**config.mk**
```make
export PLATFORM = sky130hd
export DESIGN_NAME = player_input_conditioner
export DESIGN_NICKNAME = d
export VERILOG_FILES = /design/src/rtl/player_input_conditioner.sv
export SDC_FILE = /design/constraint.sdc
export NUM_CORES = 1
export LEC_CHECK = 0
export ABC_AREA = 1
export BUFFER_PORTS_ARGS = -buffer_cell sky130_fd_sc_hd__buf_4
export CORE_MARGIN = 2
export CORE_UTILIZATION = 57
export CTS_BUF_LIST = sky130_fd_sc_hd__clkbuf_2
export CTS_CLUSTER_SIZE = 8
export DETAILED_ROUTE_END_ITERATION = 7
export GPL_ROUTABILITY_DRIVEN = 0
export GPL_TIMING_DRIVEN = 0
export PLACE_DENSITY = 0.84
export SETUP_SLACK_MARGIN = 0.15
export SLEW_MARGIN = 5
export SYNTH_ARGS = -nofsm -noshare
export SYNTH_HDL_FRONTEND = slang
export SYNTH_SLANG_ARGS = --single-unit
```
**constraint.sdc**
```tcl
create_clock -name clk -period 2.4 [get_ports clk]
set_input_delay 0.48 -clock clk [delete_from_list [all_inputs] [get_ports clk]]
set_output_delay 0.48 -clock clk [all_outputs]
set_load 0.05 [all_outputs]
```
**src/rtl/player_input_conditioner.sv**
```systemverilog
// Synchronizes and debounces six player buttons, captures each player's choice on press,
// and launches separated player_clk pulses with player* held stable around them.
module player_input_conditioner #(
    parameter int DEBOUNCE_CYCLES = 16,
    parameter int PULSE_CYCLES    = 4,
    parameter int GAP_CYCLES      = 4
) (
    input  logic       clk,
    input  logic       reset,
    input  logic [5:0] btn,
    input  logic [2:0] sw1,
    input  logic [2:0] sw2,
    input  logic [2:0] sw3,
    input  logic [2:0] sw4,
    input  logic [2:0] sw5,
    input  logic [2:0] sw6,
    input  logic       hold,
    output logic [2:0] player1,
    output logic [2:0] player2,
    output logic [2:0] player3,
    output logic [2:0] player4,
    output logic [2:0] player5,
    output logic [2:0] player6,
    output logic [5:0] player_clk,
    output logic       busy
);
    localparam int MAXC = (PULSE_CYCLES > GAP_CYCLES) ? PULSE_CYCLES : GAP_CYCLES;
    localparam int CW   = $clog2(MAXC + 1);
    localparam int DW   = $clog2(DEBOUNCE_CYCLES);

    localparam logic [CW-1:0] P_LAST  = CW'(PULSE_CYCLES - 1);
    localparam logic [CW-1:0] G_LAST  = CW'(GAP_CYCLES - 1);
    localparam logic [DW-1:0] DB_LAST = DW'(DEBOUNCE_CYCLES - 1);

    localparam logic [1:0] IDLE  = 2'd0;
    localparam logic [1:0] SETUP = 2'd1;
    localparam logic [1:0] PULSE = 2'd2;
    localparam logic [1:0] GAP   = 2'd3;

    logic [5:0]    btn_s1, btn_s2;
    logic [17:0]   sw_s1, sw_s2;
    logic [5:0]    deb, deb_q;
    logic [DW-1:0] db_cnt [6];
    logic [5:0]    pending, fire_mask, accept;
    logic [2:0]    choice [6];
    logic [2:0]    player_r [6];
    logic [1:0]    state;
    logic [CW-1:0] cnt;

    always_ff @(posedge clk) begin
        if (reset) begin
            btn_s1 <= '0;
            btn_s2 <= '0;
            sw_s1  <= '0;
            sw_s2  <= '0;
        end else begin
            btn_s1 <= btn;
            btn_s2 <= btn_s1;
            sw_s1  <= {sw6, sw5, sw4, sw3, sw2, sw1};
            sw_s2  <= sw_s1;
        end
    end

    // A level flips only after DEBOUNCE_CYCLES consecutive disagreeing samples.
    always_ff @(posedge clk) begin
        if (reset) begin
            deb   <= '0;
            deb_q <= '0;
            for (int i = 0; i < 6; i++) db_cnt[i] <= '0;
        end else begin
            deb_q <= deb;
            for (int i = 0; i < 6; i++) begin
                if (btn_s2[i] != deb[i]) begin
                    if (db_cnt[i] == DB_LAST) begin
                        deb[i]    <= ~deb[i];
                        db_cnt[i] <= '0;
                    end else begin
                        db_cnt[i] <= db_cnt[i] + DW'(1);
                    end
                end else begin
                    db_cnt[i] <= '0;
                end
            end
        end
    end

    // A press already pending keeps its first choice; hold drops new presses.
    assign accept = deb & ~deb_q & ~pending & {6{~hold}};

    always_ff @(posedge clk) begin
        if (reset) begin
            state      <= IDLE;
            cnt        <= '0;
            pending    <= '0;
            fire_mask  <= '0;
            player_clk <= '0;
            for (int i = 0; i < 6; i++) begin
                choice[i]   <= '0;
                player_r[i] <= '0;
            end
        end else begin
            for (int i = 0; i < 6; i++)
                if (accept[i]) choice[i] <= sw_s2[3*i +: 3];

            if (hold)
                pending <= '0;
            else if (state == IDLE && pending != '0)
                pending <= accept;
            else
                pending <= pending | accept;

            case (state)
                IDLE: begin
                    if (pending != '0 && !hold) begin
                        fire_mask <= pending;
                        for (int i = 0; i < 6; i++)
                            if (pending[i]) player_r[i] <= choice[i];
                        cnt   <= '0;
                        state <= SETUP;
                    end
                end
                SETUP: begin
                    player_clk <= fire_mask;
                    cnt        <= '0;
                    state      <= PULSE;
                end
                PULSE: begin
                    if (cnt == P_LAST) begin
                        player_clk <= '0;
                        cnt        <= '0;
                        state      <= GAP;
                    end else begin
                        cnt <= cnt + CW'(1);
                    end
                end
                default: begin
                    if (cnt == G_LAST) begin
                        cnt   <= '0;
                        state <= IDLE;
                    end else begin
                        cnt <= cnt + CW'(1);
                    end
                end
            endcase
        end
    end

    assign busy    = (state != IDLE);
    assign player1 = player_r[0];
    assign player2 = player_r[1];
    assign player3 = player_r[2];
    assign player4 = player_r[3];
    assign player5 = player_r[4];
    assign player6 = player_r[5];
endmodule

```
# Word-level counts from Yosys, hierarchy flattened
# Memories as Yosys holds them, arrays and structs flattened.
# Cells that the tools add are included.
[op_classes] add_sub_neg=7 n_eq_ne=17 muxes=156 bitwise_logic=43 n_reduce_logical=18
[ops] operator="$mux 1" count=116
[ops] operator="$mux 4" count=18
[ops] operator="$mux 3" count=14
[ops] operator="$or 1x1->1" count=30
[ops] operator="$add 4x1->4 const B" count=6
[ops] operator="$eq 4x4->1 const B" count=6
[ops] operator="$and 6x6->6" count=3
[ops] operator="$reduce_and 2->1" count=8
[ops] operator="$mux 6" count=2
[ops] operator="$not 6->6" count=2
[ops] operator="$pmux 6 s2" count=1
[ops] operator="$not 1->1" count=7
[ops] operator="$mux 2" count=3
[ops] operator="$ne 1x1->1" count=6
[ops] operator="$or 6x6->6" count=1
[ops] operator="$pmux 2 s3" count=1
[ops] operator="$pmux 3 s2" count=1
[ops] operator="$reduce_bool 6->1" count=1
[ops] operator="$reduce_bool 2->1" count=2
[ops] operator="$add 3x1->3 const B" count=1
[ops] operator="$eq 3x2->1 const B" count=1
[ops] operator="$reduce_and 3->1" count=1
[ops] operator="$reduce_bool 3->1" count=1
[ops] operator="$eq 2x1->1 const B" count=1
[ops] operator="7 further kinds" count=8
[totals] register_bits=83 ramBits=60 inputBits=27 output_inout_bits=25 wordCells=260 memories=3
[memory_table] memory="db_cnt" words=6 width=4 rd=6 rd_ports_with_merged_regs=0 wr=6 line_no="43" source="logic [DW-1:0] db_cnt [6];"
[memory_table] memory="choice" words=6 width=3 rd=6 rd_ports_with_merged_regs=0 wr=6 line_no="45" source="logic [2:0] choice [6];"
[memory_table] memory="player_r" words=6 width=3 rd=6 rd_ports_with_merged_regs=0 wr=6 line_no="46" source="logic [2:0] player_r [6];"

# Depth between registers and ports, before layout
[depth] ltp_word=8 depth_mapped=8 mapped_depth_nobuf=7

# Worst setup path after synthesis
# Ideal clock, no wire load.
[synth_path] kind="register -> output" start="reg state[0]" end="out busy" t_arrival_ns=1.174 t_required_ns=1.920 setup_slack_ns=0.746 stages_incl_launch_ff=5 path_buffers=1 cell_sequence="dfxtp_1 -> inv_1 -> ha_1 -> bufbuf_16 -> inv_1"
[synth_between] elab_chain_cells=1
[synth_lines] item="from (decl)" line_no="47" source="logic [1:0] state;"
[synth_lines] item="from (signal assigned)" line_no="92" source="state <= IDLE;"
[synth_lines] item="from (signal assigned)" line_no="119" source="state <= SETUP;"
[synth_lines] item="from (signal assigned)" line_no="125" source="state <= PULSE;"
[synth_lines] item="$reduce_bool 2->1" line_no="148" source="assign busy = (state != IDLE);"
[synth_lines] item="to (decl)" line_no="25" source="output logic busy"
# Every way passes these cells.

# Worst setup path in the final report
[layout_path] start="reg state[1]" end="out busy"
# Same word-level chain as after synthesis.

==> impl_metrics.env <==
export IMPL_outcome="finished clean"
export IMPL_clock_path_buffers=2
export IMPL_p_switching_mw=1.289
export IMPL_n_antenna_cell=0
export IMPL_dieArea_um2=10300
export IMPL_ys_warn_count=0
export IMPL_seqPwrFrac=0.523
export IMPL_ys_seq_area_frac=0.6394
export IMPL_ys_ff_latch=143
export IMPL_crit_arrival_ps=1630
export IMPL_cts_sinks=143
export IMPL_drive_above_1_share=0.1650
export IMPL_dr_total_vias=3903
export IMPL_clk_latency_ps=670
export IMPL_holdCritPathClass="in2reg"
export IMPL_worst_slack_ps=286.8
export IMPL_r2r_start="state[1]"
export IMPL_die_height_um=101.5
export IMPL_pre_cts_ws_ps=609.2
export IMPL_postSynth_asyncResetShare=0
export IMPL_worstRegToRegCells=6
export IMPL_finalHoldViolCount=0
export IMPL_critical_path_slowest_cell="dfxtp_2"
export IMPL_min_period_ps=2113
export IMPL_peakVddDrop_uv=409.0
export IMPL_initial_core_util=0.5862
export IMPL_drt_initial_drc_count=160
export IMPL_cp_end_kind="output pin"
export IMPL_totalWireLength_um=10270
export IMPL_synth_edf_count=60
export IMPL_drtAntennaViolNets=0
export IMPL_internal_power_mw=3.828
export IMPL_io_buffers=51
export IMPL_first_pass_iters=5
export IMPL_worst_clock_skew_ps=39.81
export IMPL_power_leakage_nw=2.923
export IMPL_ys_types=27
export IMPL_synth_area_um2=5416
export IMPL_power_density_nw_per_um2=763.4
export IMPL_r2r_end="player_r[0][2]"
export IMPL_finalSetupViolCount=0
export IMPL_io_pins=52
export IMPL_hpwlAfterDp_um=7161
export IMPL_path_class="reg2out"
export IMPL_whs_path_depth=3
export IMPL_drc=0
export IMPL_cp_cell_sequence="inv_2 > ha_4 > buf_16 > clkinvlp_4 > buf_8"
export IMPL_numCtsBuffers=17
export IMPL_row_count=35
export IMPL_rsz0062_at_grt="no"
export IMPL_coreArea_um2=9240
export IMPL_grt_usage=0.2181
export IMPL_wl_per_cell_um=12.53
export IMPL_grt_pass1_vias=3844
export IMPL_dieWidth_um=101.5
export IMPL_crit_path_start_kind="flip-flop"
export IMPL_hold_end="sw_s1[8]"
export IMPL_grt_antenna_before_repair=0
export IMPL_slew_headroom=0.6544
export IMPL_vias_per_cell=4.760
export IMPL_cp_max_fo=4
export IMPL_fin_tns_setup_ps=0
export IMPL_syn_inst=554
export IMPL_nets=715
export IMPL_path_clk_slew_ps=230
export IMPL_ff2ff_setup_slack_ps=630
export IMPL_ys_flop_type="dfxtp_1"
export IMPL_max_cap_violations=0
export IMPL_area_growth_pct=23.75
export IMPL_overflow=0
export IMPL_synth_area_per_cell_um2=9.777
export IMPL_tritoncts="yes"
export IMPL_hp_start="sw3[2]"
export IMPL_finalMaxSlewViolations=0
export IMPL_required_ps=1920
export IMPL_p_comb_frac=0.127
export IMPL_p_sw_frac=0.2520
export IMPL_cts_root_buf="clkbuf_2"
export IMPL_grt_pass1_wl_um=17110
export IMPL_p_clk_frac=0.350
export IMPL_grt_max_degree=17
export IMPL_crit_start="state[1]"
export IMPL_tightest_slew_ps=512.9
export IMPL_cts_max_level=4
export IMPL_slowest_delay_ps=380
export IMPL_period_share=0.8805
export IMPL_timing_fmax_ghz=0.4732
## placed cells by master (no fill, tap or decap), drive strengths merged
cell and n:
xnor2 1, a21boi 1, buf 68, edfxtp 60, o22ai 1, o211ai 1
nand4 5, clkinv 4, conb 24, bufinv 6, inv 117, o21ai 23
clkbuf 21, dfxtp 83, dlygate4sd3 23, nor3 7, ha 10, clkinvlp 3
a21oi 20, nand2 42, xor2 11, nand3 35, nor2 125
## power groups by stage
| stage | Combinational (mW) | Sequential (mW) | Clock [mW] |
|---|---|---|---|
| 6_report | 0.651 | 2.68 | 1.79 |
| 5_1_grt | 0.715 | 2.69 | 1.92 |
| 4_1_cts | 0.601 | 2.67 | 1.81 |
| 3_5_place_dp | 0.512 | 2.72 | 0 |
| 3_3_place_gp | 0.490 | 2.72 | 0 |
| 2_1_floorplan | 0.337 | 2.75 | 0 |
## through the flow
step	cell area [µm²]	cells	power, mW	hold WS [ps]	util
3_5_place_dp	6047	757	3.237	396.7	0.6544
4_1_cts	6663	815	5.087	7.481	0.7211
3_3_place_gp	6047	757	3.207	389.8	0.6544
5_1_grt	6703	820	5.323	27.12	0.7254
6_report	6703	820	5.117	96.28	0.7254
2_1_floorplan	5503	577	3.087	388.3	-
## synthesized netlist by cell type, drive strengths merged, types with 7 or more instances
cell | number | area [µm²]
nor2 | 125 | 474.2
xor2 | 11 | 96.34
o21ai | 23 | 115.1
nor3 | 7 | 35.03
inv | 115 | 431.7
buf | 8 | 53.80
dfxtp | 83 | 1662
nand2 | 42 | 157.7
a21oi | 20 | 100.1
nand3 | 35 | 247.7
ha | 10 | 125.1
edfxtp | 60 | 1802
## cell families (layout without fill, tap and decap cells)
family | count (synthesis) | after routing | share of synthesized area
flops | 143 | 143 | 0.6394
buf+inv | 128 | 242 | 0.09840
fa+ha+maj | 10 | 10 | 0.02310
other cells | 1 | 24 | 0.0006923
simple gates | 214 | 214 | 0.1746
compound gates | 46 | 46 | 0.04435
xor+xnor | 12 | 12 | 0.01940
## registers in the layout (all words and copies together), names as in the netlist
name and count:
state 2, db_cnt 24, pending 6, fire_mask 6, choice 18, deb 6, btn_s2 6, deb_q 6
sw_s1 18, player_clk 6, cnt 3, btn_s1 6, player_r 18, sw_s2 18
## critical path, delay by kind of cell (launching register included)
| family | cells | cell delay (ps) |
|---|---|---|
| flip-flops | 1 | 380 |
| adder cells (fa/ha/maj) | 1 | 150 |
| buffers and inverters | 4 | 430 |
## final cells by class
cell class                      instances  area, µm²
Buffer                                 13      96.34
Fill cell                             637       2537
Clock inverter                         15      256.5
Multi-Input combinational cell        306       1519
Sequential cell                       143       3466
Timing Repair Buffer                   82      680.7
Tap cell                              129      161.4
Inverter                              115      437.9
Clock buffer                           17      85.08
## per-layer routing
layer	track usage	up-vias	part of all wire
li1	-	1950	-
met1	0.2461	1818	0.40
met2	0.3917	114	0.54
met3	0.06901	21	0.052
met4	0.07173	0	0.014
met5	0	-	0
## worst max-delay path by stage
stage,endpoint,depth (start not counted)
finish,busy,5
global placement,player_r[1][1],4
global route,busy,5
CTS,busy,5
floorplan,busy,4
detailed placement,player_r[0][1],4
## repair_timing
action | in CTS | in global routing
pin swaps | 0 | 1
endpoints found under the hold margin | 23 | 0
setup endpoints to repair | 1 | 1
setup buffers | 3 | 5
hold buffers | 23 | 0
gates resized for setup | 9 | 2
Note: power is estimated with default switching activity, not from simulation.
